===== config.mk =====
export PLATFORM = sky130hd
export DESIGN_NAME = mem_port_arbiter
export DESIGN_NICKNAME = d
export VERILOG_FILES = /design/src/rtl/mem_arb_pkg.sv /design/src/rtl/mem_port_arbiter.sv
export SDC_FILE = /design/constraint.sdc
export NUM_CORES = 1
export LEC_CHECK = 0
export ABC_AREA = 1
export CAP_MARGIN = 20
export CORE_ASPECT_RATIO = 1.25
export CORE_UTILIZATION = 39
export CTS_CLUSTER_SIZE = 14
export DETAILED_ROUTE_END_ITERATION = 8
export HOLD_SLACK_MARGIN = 0.03
export PLACE_DENSITY = 0.75
export SLEW_MARGIN = 20
export SYNTH_ARGS = -nofsm -noshare
export SYNTH_HDL_FRONTEND = slang
export SYNTH_SLANG_ARGS = --single-unit
export TNS_END_PERCENT = 50

===== constraint.sdc =====
create_clock -name clock -period 4.81 [get_ports clock]
set_input_delay 1.443 -clock clock [delete_from_list [all_inputs] [get_ports clock]]
set_output_delay 1.443 -clock clock [all_outputs]
set_load 0.01 [all_outputs]

===== src/rtl/mem_arb_pkg.sv =====
// Shared types for the IF/MEM unified-memory arbiter.
// Holds FSM states, grant encoding and the priority pick.
package mem_arb_pkg;

  typedef enum logic [1:0] {
    ST_IDLE,
    ST_BUSY,
    ST_RESP
  } arb_state_t;

  typedef enum logic [1:0] {
    GNT_NONE,
    GNT_IF,
    GNT_D
  } grant_t;

  localparam logic [3:0] BE_WORD = 4'hF;

  // Data wins unless a pending fetch has been starved long enough.
  function automatic grant_t arb_pick(
    input logic if_req,
    input logic d_req,
    input logic starved
  );
    grant_t g;
    g = GNT_NONE;
    if (d_req && !(if_req && starved)) g = GNT_D;
    else if (if_req) g = GNT_IF;
    return g;
  endfunction

  // Expands a byte-enable mask to a 32-bit lane mask.
  function automatic logic [31:0] lane_mask(input logic [3:0] be);
    logic [31:0] m;
    m = '0;
    for (int b = 0; b < 4; b++) m[8*b +: 8] = {8{be[b]}};
    return m;
  endfunction

endpackage


===== src/rtl/mem_port_arbiter.sv =====
// Serialises IF fetches and MEM data accesses onto one memory port.
// Fixed-latency IDLE/BUSY/RESP sequencing with registered responses.
module mem_port_arbiter
  import mem_arb_pkg::*;
#(
  parameter int MEM_LAT    = 2,
  parameter int STARVE_MAX = 3
) (
  input  logic        clock,
  input  logic        reset,
  input  logic        if_req,
  input  logic [31:0] if_addr,
  output logic [31:0] if_rdata,
  output logic        if_ack,
  input  logic [3:0]  d_rd,
  input  logic [3:0]  d_wr,
  input  logic [31:0] d_addr,
  input  logic [31:0] d_wdata,
  output logic [31:0] d_rdata,
  output logic        d_ack,
  output logic        stall_if,
  output logic        stall_mem,
  output logic        mem_en,
  output logic        mem_we,
  output logic [3:0]  mem_be,
  output logic [31:0] mem_addr,
  output logic [31:0] mem_wdata,
  input  logic [31:0] mem_rdata
);

  localparam int CW = (MEM_LAT > 1) ? $clog2(MEM_LAT) : 1;
  localparam int SW = $clog2(STARVE_MAX + 1);

  arb_state_t     state, state_n;
  grant_t         gnt, pick;
  logic [CW-1:0]  cnt, cnt_n;
  logic [SW-1:0]  starve_cnt, starve_n;
  logic           d_req, starved, load, capture;
  logic [31:0]    a_addr, a_wdata;
  logic [3:0]     a_be;
  logic           a_we;
  logic [31:0]    if_rdata_q, d_rdata_q;
  logic           unused_addr;

  assign d_req   = (|d_rd) | (|d_wr);
  assign starved = (starve_cnt == SW'(STARVE_MAX));
  assign pick    = arb_pick(if_req, d_req, starved);

  // Next-state, latency counter and starvation bookkeeping.
  always_comb begin
    state_n  = state;
    cnt_n    = cnt;
    starve_n = starve_cnt;
    load     = 1'b0;
    capture  = 1'b0;
    unique case (state)
      ST_IDLE: begin
        if (if_req || d_req) begin
          load    = 1'b1;
          state_n = ST_BUSY;
          cnt_n   = CW'(MEM_LAT - 1);
          if (pick == GNT_IF || !if_req) starve_n = '0;
          else starve_n = starve_cnt + SW'(1);
        end
      end
      ST_BUSY: begin
        if (cnt == '0) begin
          capture = 1'b1;
          state_n = ST_RESP;
        end else begin
          cnt_n = cnt - CW'(1);
        end
      end
      ST_RESP: state_n = ST_IDLE;
      default: state_n = ST_IDLE;
    endcase
  end

  // State, counter and starvation registers.
  always_ff @(posedge clock or posedge reset) begin
    if (reset) begin
      state      <= ST_IDLE;
      cnt        <= '0;
      starve_cnt <= '0;
    end else begin
      state      <= state_n;
      cnt        <= cnt_n;
      starve_cnt <= starve_n;
    end
  end

  // Latch the winning request so the memory sees stable fields.
  always_ff @(posedge clock or posedge reset) begin
    if (reset) begin
      gnt     <= GNT_NONE;
      a_addr  <= '0;
      a_be    <= '0;
      a_we    <= 1'b0;
      a_wdata <= '0;
    end else if (load) begin
      gnt <= pick;
      if (pick == GNT_IF) begin
        a_addr  <= {if_addr[31:2], 2'b00};
        a_be    <= BE_WORD;
        a_we    <= 1'b0;
        a_wdata <= '0;
      end else begin
        a_addr  <= {d_addr[31:2], 2'b00};
        a_we    <= |d_wr;
        a_be    <= (|d_wr) ? d_wr : d_rd;
        a_wdata <= d_wdata;
      end
    end
  end

  // Capture read data on the last busy cycle; writes return zero.
  always_ff @(posedge clock or posedge reset) begin
    if (reset) begin
      if_rdata_q <= '0;
      d_rdata_q  <= '0;
    end else if (capture) begin
      if (gnt == GNT_IF) if_rdata_q <= mem_rdata;
      else d_rdata_q <= a_we ? '0 : (mem_rdata & lane_mask(a_be));
    end
  end

  assign mem_en    = (state == ST_BUSY);
  assign mem_we    = mem_en & a_we;
  assign mem_be    = mem_en ? a_be : '0;
  assign mem_addr  = mem_en ? a_addr : '0;
  assign mem_wdata = mem_we ? a_wdata : '0;

  assign if_ack   = (state == ST_RESP) && (gnt == GNT_IF);
  assign d_ack    = (state == ST_RESP) && (gnt == GNT_D);
  assign if_rdata = if_rdata_q;
  assign d_rdata  = d_rdata_q;

  assign stall_if  = if_req & ~if_ack;
  assign stall_mem = d_req & ~d_ack;

  assign unused_addr = ^{if_addr[1:0], d_addr[1:0]};

endmodule


---- Word level (Yosys, flattened, before mapping) ----
Cells that the tools add are included.
cells by class
  add/subtract/negate cells ............... 2
  eq/ne operators ......................... 8
  muxes and demuxes ....................... 22
  bitwise gates (word level) .............. 8
  reductions and logical operators ........ 17
operators with widths
  operator                                        number
  two-way mux 32 bit                              5
  AND 32 bit                                      1
  two-way mux 4 bit                               3
  AND reduction 2 bit                             5
  two-way mux 1 bit                               8
  two-way mux 2 bit                               4
  OR reduction 4 bit                              2
  == test 2 x 1 -> 1 bit (second input constant)  3
  == test 2 bit (second input constant)           3
  logical AND 1 bit                               4
  inequality test 2 bit (second input constant)   2
  one-hot mux 2 bit (2 select lines)              1
  AND 1 bit                                       3
  NOT 1 bit                                       3
  adder 2 x 1 -> 2 bit (second input constant)    1
  logical NOT 1 bit                               2
  logical NOT 2 bit                               1
  logical OR 1 bit                                2
  one-hot mux 1 bit (2 select lines)              1
  nonzero test 2 bit                              1
  bitwise OR 1 bit                                1
  subtractor 1 bit (second input constant)        1
storage, ports and cells
  input bits .............................. 139
  bits in registers ....................... 140
  word-level logic and storage cells ...... 67
  output and inout port bits .............. 138

---- Logic depth before layout (Yosys ltp) ----
  depth after elaboration ................. 8
  mapped depth ............................ 10
  gate-level depth less buffers ........... 8

---- Worst setup path after synthesis ----
Ideal clock, no wire load.
  path type ............................... input port to output port
  start point ............................. in d_wr[3]
  end point ............................... out stall_mem
  cell stages on the path ................. 4
  data required time ...................... 3.367 ns
  setup slack ............................. 1.439 ns
  arrival time ............................ 1.928 ns
  path buffers ............................ 0
  cells stage by stage .................... nor2_2 -> nand2_1 -> nor2_1 -> nor2_1
between the ends
  cells in the longest elaborated chain, start to end .. 3
ends and longest elaborated chain
  element             RTL line                 source
  start: declaration  mem_port_arbiter.sv:16   input logic [3:0] d_wr,
  OR reduction 4 bit  mem_port_arbiter.sv:45   assign d_req = (|d_rd) | (|d_wr);
  bitwise OR 1 bit    mem_port_arbiter.sv:45
  AND 1 bit           mem_port_arbiter.sv:139  assign stall_mem = d_req & ~d_ack;
  end: declaration    mem_port_arbiter.sv:22   output logic stall_mem,
Every way passes these cells.

---- Worst setup path after layout ----
Ends and elaborated chain as after synthesis.

==> results.json <==
{
  "drv_slew": 0,
  "slew_headroom_pct": 29.0,
  "hpwl_um": 13000,
  "power_density_mw_per_mm2": 620,
  "avgSynthCellArea_um2": 8.38,
  "grt_use_total_pct": 21.4,
  "synth-edff-count": 0,
  "cts_hold_buf": 0,
  "r2r_end": "a_addr[29]",
  "leakage_nw": 4.77,
  "synth_area_mm2": 0.00661,
  "worstSkewPairLatency_ns": 0.41,
  "ioPinCount": 277,
  "rr_startpoint": "starve_cnt[0]",
  "die_h_um": 148,
  "globalRouteMet2Util_pct": 37.6,
  "use_met3_pct": 5.83,
  "crit_type": "input pin to primary output",
  "drive_gt1_share_pct": 10.4,
  "numCtsBuffers": 17,
  "yosysSeqAreaShare_pct": 52.3,
  "synth.top_cells.by_count": "inv_1 (170), dfrtp_1 (138), nand3_1 (126)",
  "grt_pass1_wl_um": 29500,
  "hp-class": "register to register",
  "ir_worst_vdd_mv": 0.296,
  "cts_tree": "done",
  "gp_congestion": 0.803,
  "antenna_found_initial": 0,
  "startpoint": "d_wr[3]",
  "grt_max_degree": 67,
  "r2r_cells": 7,
  "fin_crit_sh_pct": 91.9,
  "antenna_cells": 0,
  "clk_path_buf_depth": 2,
  "io_buffer_count": 270,
  "finalSetupTns_ns": 0,
  "gr-usage-met1_pct": 25.3,
  "fin_nets": 1186,
  "row_count": 52,
  "grt_busiest_layer": "met2",
  "hold_viol_final": 0,
  "r2r_setup_slack_ns": 2.81,
  "cp-endpoint": "stall_mem",
  "synthCells": 788,
  "first_global_vias": 5919,
  "postCtsSetupBuffers": 0,
  "cp-start-kind": "input pin",
  "setup_viol": 0,
  "yosysTopAreaCell": "dfrtp_1",
  "cp.required_ns": 3.37,
  "worstMarginPinSlew_ns": 1.06,
  "synth.top_cell.area_share_pct": 52.3,
  "placed_cells": 1243,
  "status": "finished, final reports clean",
  "final_cell_count_no_fill": 1275,
  "arrival_ns": 2.98,
  "synthArstFlopShare_pct": 100,
  "ys_warn_count": 0,
  "dieArea_mm2": 0.0175,
  "cts_resized": 0,
  "die_x_um": 118,
  "synth_cell_types": 24,
  "ant_nets": 0,
  "via_per_inst": 4.69,
  "synth_area_leaders": "dfrtp_1 (52%), inv_1 (9.7%), nand3_1 (9.5%)",
  "cp_max_fo": 5,
  "ys_ff_latch": 138,
  "vias": 5978,
  "rsz0062_at_grt": "no",
  "avgRoutedWirePerCell_um": 14.0,
  "min_period_ns": 4.42,
  "cp-end-kind": "primary output",
  "max_cap_viol_count": 0,
  "first_pass_iters": 4,
  "synth.most_common_cell": "inv_1",
  "area_growth_pct": 52.4,
  "h-tree-depth": 4,
  "initial_utilization_pct": 40.3,
  "drt_iter0_markers": 326,
  "synth_flop_cell": "dfrtp_1",
  "clk_pin_slew_ns": 0.06,
  "drc": 0,
  "skew_ns": 0.00608,
  "wl_um": 17900,
  "overflow": 0,
  "core_area_mm2": 0.0164,
  "cts_root_buf": "clkbuf_16",
  "fmax_ghz": 0.226,
  "clock-sinks": 138
}
## power by group
| group | internal, mW | switching, mW |
|---|---|---|
| logic | 1.41 | 1.57 |
| clock network | 0.844 | 0.522 |
| registers | 1.68 | 0.229 |
## worst min-delay path by stage
stage	slack (ns)	startpoint	end	cells past startpoint
final	0.48	a_addr[9]	a_addr[9]	2
after global routing	0.49	a_addr[10]	a_addr[10]	2
after CTS	0.48	a_addr[9]	a_addr[9]	2
after detailed placement	0.47	a_addr[9]	a_addr[9]	2
after global placement	0.46	a_addr[21]	a_addr[21]	2
after floorplan	0.45	a_addr[10]	a_addr[10]	2
## cells in the final DEF (no fill, tap or decap)
master           count
clkdlybuf4s50_1    270
inv_1              169
dfrtp_1            138
nand3_1            126
nand2_1            110
nor2_1              79
o21ai_0             40
mux2_2              32
o21ai_2             21
clkbuf_16           17
buf_4               12
o21ai_1             11
inv_6                5
a31o_2               4
clkinv_4             4
nor2_2               3
bufinv_16            3
inv_2                2
nor4_1               2
conb_1               2
nand2_2              1
o21a_1               1
nor3_4               1
clkinvlp_4           1
ha_1                 1
clkbuf_8             1
inv_8                1
clkinv_2             1
buf_12               1
## registers in the layout, summed over array words and instances, names as in the netlist
| name | cells |
|---|---|
| a_addr | 30 |
| a_be | 4 |
| a_wdata | 32 |
| a_we | 1 |
| cnt | 1 |
| d_rdata | 32 |
| gnt | 2 |
| if_rdata | 32 |
| starve_cnt | 2 |
| state | 2 |
## critical path, stage by stage
cell	delay [ns]
clkdlybuf4s50_1	0.43
nor2_2	0.21
nand2_1	0.15
nor2_1	0.17
nor2_1	0.06
clkdlybuf4s50_1	0.51
## routing by layer
| metal | wire [µm] | part of all wire (%) |
|---|---|---|
| met5 | 0 | 0 |
| met2 | 9180 | 51 |
| met4 | 298 | 1.7 |
| met1 | 7190 | 40 |
| met3 | 1210 | 6.8 |
## final cells by class
class,count,area [µm²]
clock buffer,18,439
clock inverter,14,185
fill,1456,6330
inverter,172,649
multi-input combinational,434,2260
sequential,138,3450
tap,216,270
timing repair buffer,283,2810
## stage by stage
stage	cell area [µm²]	power, mW	hold WS [ns]	worst slack [ns]	util [%]
6_report	10100	6.24	0.475	0.390	61.4
5_1_grt	10100	6.70	0.495	0.292	61.4
4_1_cts	10100	6.33	0.481	0.409	61.4
3_5_place_dp	9440	4.93	0.465	0.419	57.6
3_3_place_gp	9440	4.86	0.462	0.439	57.6
2_1_floorplan	6610	3.57	0.449	1.44	-
## logic make-up after synthesis
logic type / Yosys count / share of synthesized area [%]
AND/OR/NAND/NOR: 322 / 21.1
buffers and inverters: 217 / 13.6
multiplexers: 32 / 5.45
adder cells (fa/ha/maj): 1 / 0.189
other: 1 / 0.0568
AO/OA/AOI/OAI: 77 / 7.29
flip-flops: 138 / 52.3
(Power assumes the default switching activity.)
